--- config.mk ---
export PLATFORM = sky130hd
export DESIGN_NAME = series_adder_word_packer
export DESIGN_NICKNAME = d
export VERILOG_FILES = /design/src/rtl/series_adder_pkg.sv /design/src/rtl/series_adder_word_packer.sv
export SDC_FILE = /design/constraint.sdc
export NUM_CORES = 1
export LEC_CHECK = 0
export ABC_AREA = 1
export CAP_MARGIN = 20
export CELL_PAD_IN_SITES_DETAIL_PLACEMENT = 1
export CELL_PAD_IN_SITES_GLOBAL_PLACEMENT = 2
export CORE_ASPECT_RATIO = 1.2
export CORE_MARGIN = 8
export CORE_UTILIZATION = 27
export DETAILED_ROUTE_END_ITERATION = 7
export PLACE_DENSITY_LB_ADDON = 0.1
export SYNTH_ARGS = -nofsm -noshare
export SYNTH_HDL_FRONTEND = slang
export SYNTH_SLANG_ARGS = --single-unit
--- constraint.sdc ---
create_clock -name clk -period 1.5 [get_ports clk]
set_input_delay 0.15 -clock clk [delete_from_list [all_inputs] [get_ports clk]]
set_output_delay 0.15 -clock clk [all_outputs]
set_load 0.01 [all_outputs]
--- src/rtl/series_adder_pkg.sv ---
// Shared definitions for the series adder front end (word packer and streamer).
//   M_DEF / W_DEF / CNT_W_DEF : default frame size, operand width, frame counter width
//   SUM_W_DEF                 : natural adder result width for the defaults (35; the streamer widens to 40)
//   pack_state_e              : packer FSM encoding
//   slot_lsb()                : LSB position of operand slot i in a flat M*W vector
package series_adder_pkg;

   localparam int M_DEF     = 8;
   localparam int W_DEF     = 32;
   localparam int CNT_W_DEF = 16;
   localparam int SUM_W_DEF = W_DEF + $clog2(M_DEF);

   typedef enum logic [1:0] {
      FILL     = 2'd0,
      WAIT_RDY = 2'd1,
      PULSE    = 2'd2
   } pack_state_e;

   // Slot i occupies bits [width*i + width-1 : width*i].
   function automatic int slot_lsb(input int slot, input int width);
      return slot * width;
   endfunction

endpackage

--- src/rtl/series_adder_word_packer.sv ---
// Packs a serial stream of W-bit operands into one flat M*W frame and hands it
// to the series adder streamer with a single-cycle strobe.
//
// state    | meaning
// ---------+----------------------------------------------------------------
// FILL     | accepting words (in_rdy=1); frame closes on slot M-1 or in_last
// WAIT_RDY | frame complete, held stable until streamer data_rdy is sampled
// PULSE    | data_vld high for this one cycle; buffer clears on exit
//
// Ports:
//   clk, rst_n          clock, async active-low reset
//   in_data/in_vld/in_last/in_rdy   serial operand input handshake
//   data_o, data_vld, data_rdy      packed frame output toward the streamer
//   frame_len           real (non-pad) words in the current/last frame
//   frame_cnt           frames issued since reset, wraps silently
module series_adder_word_packer
   import series_adder_pkg::*;
#(
   parameter int M     = M_DEF,
   parameter int W     = W_DEF,
   parameter int CNT_W = CNT_W_DEF
) (
   input  logic                   clk,
   input  logic                   rst_n,
   input  logic [W-1:0]           in_data,
   input  logic                   in_vld,
   input  logic                   in_last,
   output logic                   in_rdy,
   output logic [M*W-1:0]         data_o,
   output logic                   data_vld,
   input  logic                   data_rdy,
   output logic [$clog2(M+1)-1:0] frame_len,
   output logic [CNT_W-1:0]       frame_cnt
);

   localparam int IDX_W = $clog2(M);
   localparam int LEN_W = $clog2(M+1);

   pack_state_e      state_q, state_d;
   logic [IDX_W-1:0] idx_q, idx_d;
   logic [M*W-1:0]   data_q, data_d;
   logic             vld_q, vld_d;
   logic             rdy_q, rdy_d;
   logic [LEN_W-1:0] len_q, len_d;
   logic [CNT_W-1:0] cnt_q, cnt_d;
   logic [M-1:0]     slot_we;
   logic             accept;

   assign accept = (state_q == FILL) && rdy_q && in_vld;

   always_comb begin
      state_d = state_q;
      idx_d   = idx_q;
      data_d  = data_q;
      vld_d   = 1'b0;
      rdy_d   = rdy_q;
      len_d   = len_q;
      cnt_d   = cnt_q;
      slot_we = '0;

      case (state_q)
         FILL: begin
            // rdy_q is low only in the first cycle after reset; raise it here.
            rdy_d = 1'b1;
            if (accept) begin
               slot_we[idx_q] = 1'b1;
               idx_d = idx_q + IDX_W'(1);
               // The previous frame's length stays visible until a new frame starts.
               len_d = (idx_q == '0) ? LEN_W'(1) : len_q + LEN_W'(1);
               if (idx_q == IDX_W'(M-1) || in_last) begin
                  state_d = WAIT_RDY;
                  rdy_d   = 1'b0;
               end
            end
         end
         WAIT_RDY: begin
            rdy_d = 1'b0;
            if (data_rdy) begin
               vld_d   = 1'b1;
               state_d = PULSE;
            end
         end
         PULSE: begin
            // Clearing here is what zero-pads the unused slots of a short frame.
            cnt_d   = cnt_q + CNT_W'(1);
            data_d  = '0;
            idx_d   = '0;
            rdy_d   = 1'b1;
            state_d = FILL;
         end
         default: begin
            state_d = FILL;
            rdy_d   = 1'b0;
         end
      endcase

      for (int i = 0; i < M; i++) begin
         if (slot_we[i]) data_d[slot_lsb(i, W) +: W] = in_data;
      end
   end

   always_ff @(posedge clk or negedge rst_n) begin
      if (!rst_n) begin
         state_q <= FILL;
         idx_q   <= '0;
         data_q  <= '0;
         vld_q   <= 1'b0;
         rdy_q   <= 1'b0;
         len_q   <= '0;
         cnt_q   <= '0;
      end else begin
         state_q <= state_d;
         idx_q   <= idx_d;
         data_q  <= data_d;
         vld_q   <= vld_d;
         rdy_q   <= rdy_d;
         len_q   <= len_d;
         cnt_q   <= cnt_d;
      end
   end

   assign in_rdy    = rdy_q;
   assign data_o    = data_q;
   assign data_vld  = vld_q;
   assign frame_len = len_q;
   assign frame_cnt = cnt_q;

endmodule
==> impl_metrics.sql <==
INSERT INTO impl_metrics (metric_group, metric, value, unit) VALUES
('status', 'run_status', 'finished with violations', ''),
('status', 'violations', 'setup timing', ''),
('power', 'switchingPower', '13100', 'uW'),
('sta', 'hold_viol', '0', ''),
('logic_synthesis', 'synth-seq-cells', '283', ''),
('clocking', 'clk_pin_slew', '0.06', 'ns'),
('routing', 'detail-route-antenna-nets', '0', ''),
('grt', 'grt_antenna_before_repair', '0', ''),
('sta', 'fmax', '615', 'MHz'),
('sta', 'final.hold.worst_slack', '0.0871', 'ns'),
('sta', 'setup_viol_count_final', '247', ''),
('placement', 'postPlaceCellArea', '0.0157', 'mm^2'),
('sta', 'post-route-worst-setup-slack', '-0.127', 'ns'),
('power', 'netSwitchingFraction', '37.3', '%'),
('logic_synthesis', 'synthMostInstantiatedCell', 'sky130_fd_sc_hd__dfrtp_1', ''),
('routing', 'final_routed_wire_length_divided_by_cell_count', '24.8', 'um'),
('critical_path', 'required', '1.87', 'ns'),
('logic_synthesis', 'yosys_warnings', '0', ''),
('grt', 'global_route.usage.total', '18.4', '%'),
('sta', 'relSlewSlack', '54.9', '%'),
('grt', 'grt_first_pass_wirelength', '69600', 'um'),
('logic_synthesis', 'synth_sequential_area_ratio', '61.2', '%'),
('grt', 'globalRoute.totalOverflow', '0', ''),
('floorplan', 'chipWidth', '205', 'um'),
('floorplan', 'die_h', '243', 'um'),
('floorplan', 'floorplan.rows', '83', ''),
('clocking', 'cts_sinks', '283', ''),
('cells_and_area', 'layout-area-overhead-vs-synth', '61.9', '%'),
('logic_synthesis', 'synth_area_per_inst', '11.2', 'um^2'),
('cells_and_area', 'fill_cells', '4599', ''),
('critical_path', 'setup.worst_path.end_class', 'flip-flop', ''),
('floorplan', 'area_of_the_die', '0.0497', 'mm^2'),
('clocking', 'ctsLongestPathBuffers', '3', ''),
('power', 'vdd.ir_drop.worst', '0.818', 'mV'),
('grt', 'grt_start_max_net_pins', '76', ''),
('clocking', 'cts-buffers-inserted', '34', ''),
('cells_and_area', 'final_cell_area', '0.0187', 'mm^2'),
('logic_synthesis', 'netlist.area_leader.share', '61.2', '%'),
('power', 'power.combinational.fraction', '41.2', '%'),
('cells_and_area', 'insertedDiodeCount', '0', ''),
('sta', 'timing.final.max_slew_violations', '0', ''),
('power', 'intPower', '22000', 'uW'),
('routing', 'wl', '49700', 'um'),
('hold_path', 'min-delay-path-class', 'primary input to async pin', ''),
('critical_path', 'cp_cell_sequence', 'nor2_4 -> nand3_4 -> inv_12 -> buf_6 -> buf_6 -> nand2_8 -> buf_16 -> nand3_2 -> o21ai_2', ''),
('logic_synthesis', 'synth.area.top_cells', 'sky130_fd_sc_hd__dfrtp_1 (61%), sky130_fd_sc_hd__nand3_1 (10%), sky130_fd_sc_hd__o21ai_2 (6.9%), sky130_fd_sc_hd__o21ai_0 (5.8%), sky130_fd_sc_hd__nand3_2 (2.5%)', ''),
('routing', 'detailroute.via_count', '9653', ''),
('critical_path', 'critical_path.max_stage_delay', '0.40', 'ns'),
('routing', 'detail_route.first_pass.iterations', '4', ''),
('critical_path', 'rr_endpoint', 'data_o[129]', ''),
('run', 'maxCapViolCount', '0', ''),
('clocking', 'clock_latency', '0.52', 'ns'),
('critical_path', 'r2r_slack', '-0.13', 'ns'),
('power', 'powerDensity', '1870', 'mW/mm^2'),
('logic_synthesis', 'mappedNetlistNets', '1079', ''),
('critical_path', 'crit_path_start', 'state_q[1]', ''),
('critical_path', 'worstPathArrival', '2.00', 'ns'),
('routing', 'avgViaCountPerCell', '4.81', ''),
('logic_synthesis', 'synth-edff-count', '0', ''),
('critical_path', 'crit_slowest_cell', 'sky130_fd_sc_hd__dfrtp_1', ''),
('critical_path', 'crit_path_frequent_cell', 'sky130_fd_sc_hd__buf_6', ''),
('sta', 'finClkSkew', '0.0152', 'ns'),
('sta', 'post-route-min-period', '1.63', 'ns'),
('routing', 'drt_iter0_drc', '340', ''),
('grt', 'first_global_vias', '10303', ''),
('routing', 'drt_drc_violations_left', '0', ''),
('cells_and_area', 'layout.nets', '1479', ''),
('floorplan', 'floorplan.io_pins', '315', ''),
('logic_synthesis', 'syn-cell-area', '0.0116', 'mm^2'),
('power', 'power.total', '35100', 'uW'),
('logic_synthesis', 'synthesis.instances', '1037', '');
-- cells by family (layout without fill, tap and decap cells) --
| logic type | count (synthesis) | after routing | synth area share (%) |
|---|---|---|---|
| xor gates and xnor gates | 14 | 14 | 1.06 |
| DFF | 283 | 283 | 61.2 |
| adders and majority gates | 5 | 5 | 0.541 |
| AOI/OAI and AO/OA | 266 | 266 | 14.5 |
| and+or+nand+nor | 338 | 340 | 16.2 |
| buffers and inverters | 131 | 547 | 6.44 |
-- flip-flops by register name, indices dropped and copies added, names as in the netlist --
register   cells
frame_cnt     16
state_q        2
idx_q          3
in_rdy         1
data_vld       1
frame_len      4
data_o       256
-- per-stage QoR --
stage | instances | worst slack (ns) | util [%] | TNS, ns
after global placement | 1893 | -0.116 | 36.9 | -14.05
after CTS | 1977 | -0.173 | 40.6 | -22.79
after detailed placement | 1893 | -0.143 | 36.9 | -20.75
final | 2007 | -0.127 | 44.0 | -16.93
after global routing | 2007 | -0.182 | 44.0 | -34.51
after floorplan | 1037 | 0.0481 | - | 0
-- critical path: cells and delay by family (launching register included) --
family | cells | cell delay (ns)
compound gates | 1 | 0.06
buf+inv | 4 | 0.53
flops | 1 | 0.40
simple gates | 4 | 0.48
-- worst max-delay path by stage --
stage,endpoint,cells past startpoint
after floorplan,data_o[107],8
after global placement,data_o[225],7
after detailed placement,data_o[33],7
after CTS,data_o[230],8
after global routing,data_o[150],9
final,data_o[129],9
-- per-layer routing --
| layer | global-route usage (%) | vias to the layer above | wire length [um] |
|---|---|---|---|
| li1 | - | 4441 | - |
| met1 | 22.5 | 4945 | 20800 |
| met2 | 31.4 | 210 | 25000 |
| met3 | 4.57 | 57 | 2740 |
| met4 | 5.37 | 0 | 1240 |
| met5 | 0 | - | 0 |
-- power groups by stage --
stage	clock network, uW	registers [uW]	logic, uW
2_1_floorplan	0	13600	4410
3_3_place_gp	0	12600	13800
3_5_place_dp	0	12700	14000
4_1_cts	8180	12500	13300
5_1_grt	8410	13100	15700
6_report	7900	12700	14500
-- layout make-up --
class                   instances  area, um^2  area share (%)
clock buffers                  50         982            5.25
clock inverters                 4        48.8           0.261
inverters                      53         211            1.13
multi-input cells             625        4850            25.9
flip-flops and latches        283        7080            37.8
well taps                     552         691            3.69
repair buffers                439        4820            25.8
repair inverters                1        30.0           0.160
-- layout by cell type, fill, tap and decap left out, types with 4 or more instances in the layout --
| master | n |
|---|---|
| sky130_fd_sc_hd__inv_1 | 50 |
| sky130_fd_sc_hd__buf_8 | 8 |
| sky130_fd_sc_hd__nor2_1 | 15 |
| sky130_fd_sc_hd__clkbuf_8 | 5 |
| sky130_fd_sc_hd__nor3_1 | 4 |
| sky130_fd_sc_hd__xor2_1 | 7 |
| sky130_fd_sc_hd__nand2_8 | 4 |
| sky130_fd_sc_hd__buf_6 | 16 |
| sky130_fd_sc_hd__buf_12 | 21 |
| sky130_fd_sc_hd__dfrtp_1 | 281 |
| sky130_fd_sc_hd__o21ai_1 | 93 |
| sky130_fd_sc_hd__nand3_1 | 81 |
| sky130_fd_sc_hd__nand3_4 | 22 |
| sky130_fd_sc_hd__clkbuf_16 | 53 |
| sky130_fd_sc_hd__dlygate4sd2_1 | 277 |
| sky130_fd_sc_hd__nand3_2 | 167 |
| sky130_fd_sc_hd__ha_1 | 5 |
| sky130_fd_sc_hd__buf_16 | 17 |
| sky130_fd_sc_hd__clkdlybuf4s50_1 | 35 |
| sky130_fd_sc_hd__clkbuf_1 | 10 |
| sky130_fd_sc_hd__nand2_1 | 35 |
| sky130_fd_sc_hd__o21ai_2 | 122 |
| sky130_fd_sc_hd__o21ai_0 | 46 |
| sky130_fd_sc_hd__xnor2_1 | 7 |
| sky130_fd_sc_hd__buf_4 | 43 |
-- timing repair --
item,CTS,global route
hold buffers,1,0
resized for setup,419,224
endpoints found under the hold margin,283,0
setup endpoints to repair,293,270
pin swaps,2,3
buffers inserted,17,11
gates cloned,13,22
Power figures use the tool's default switching activity.
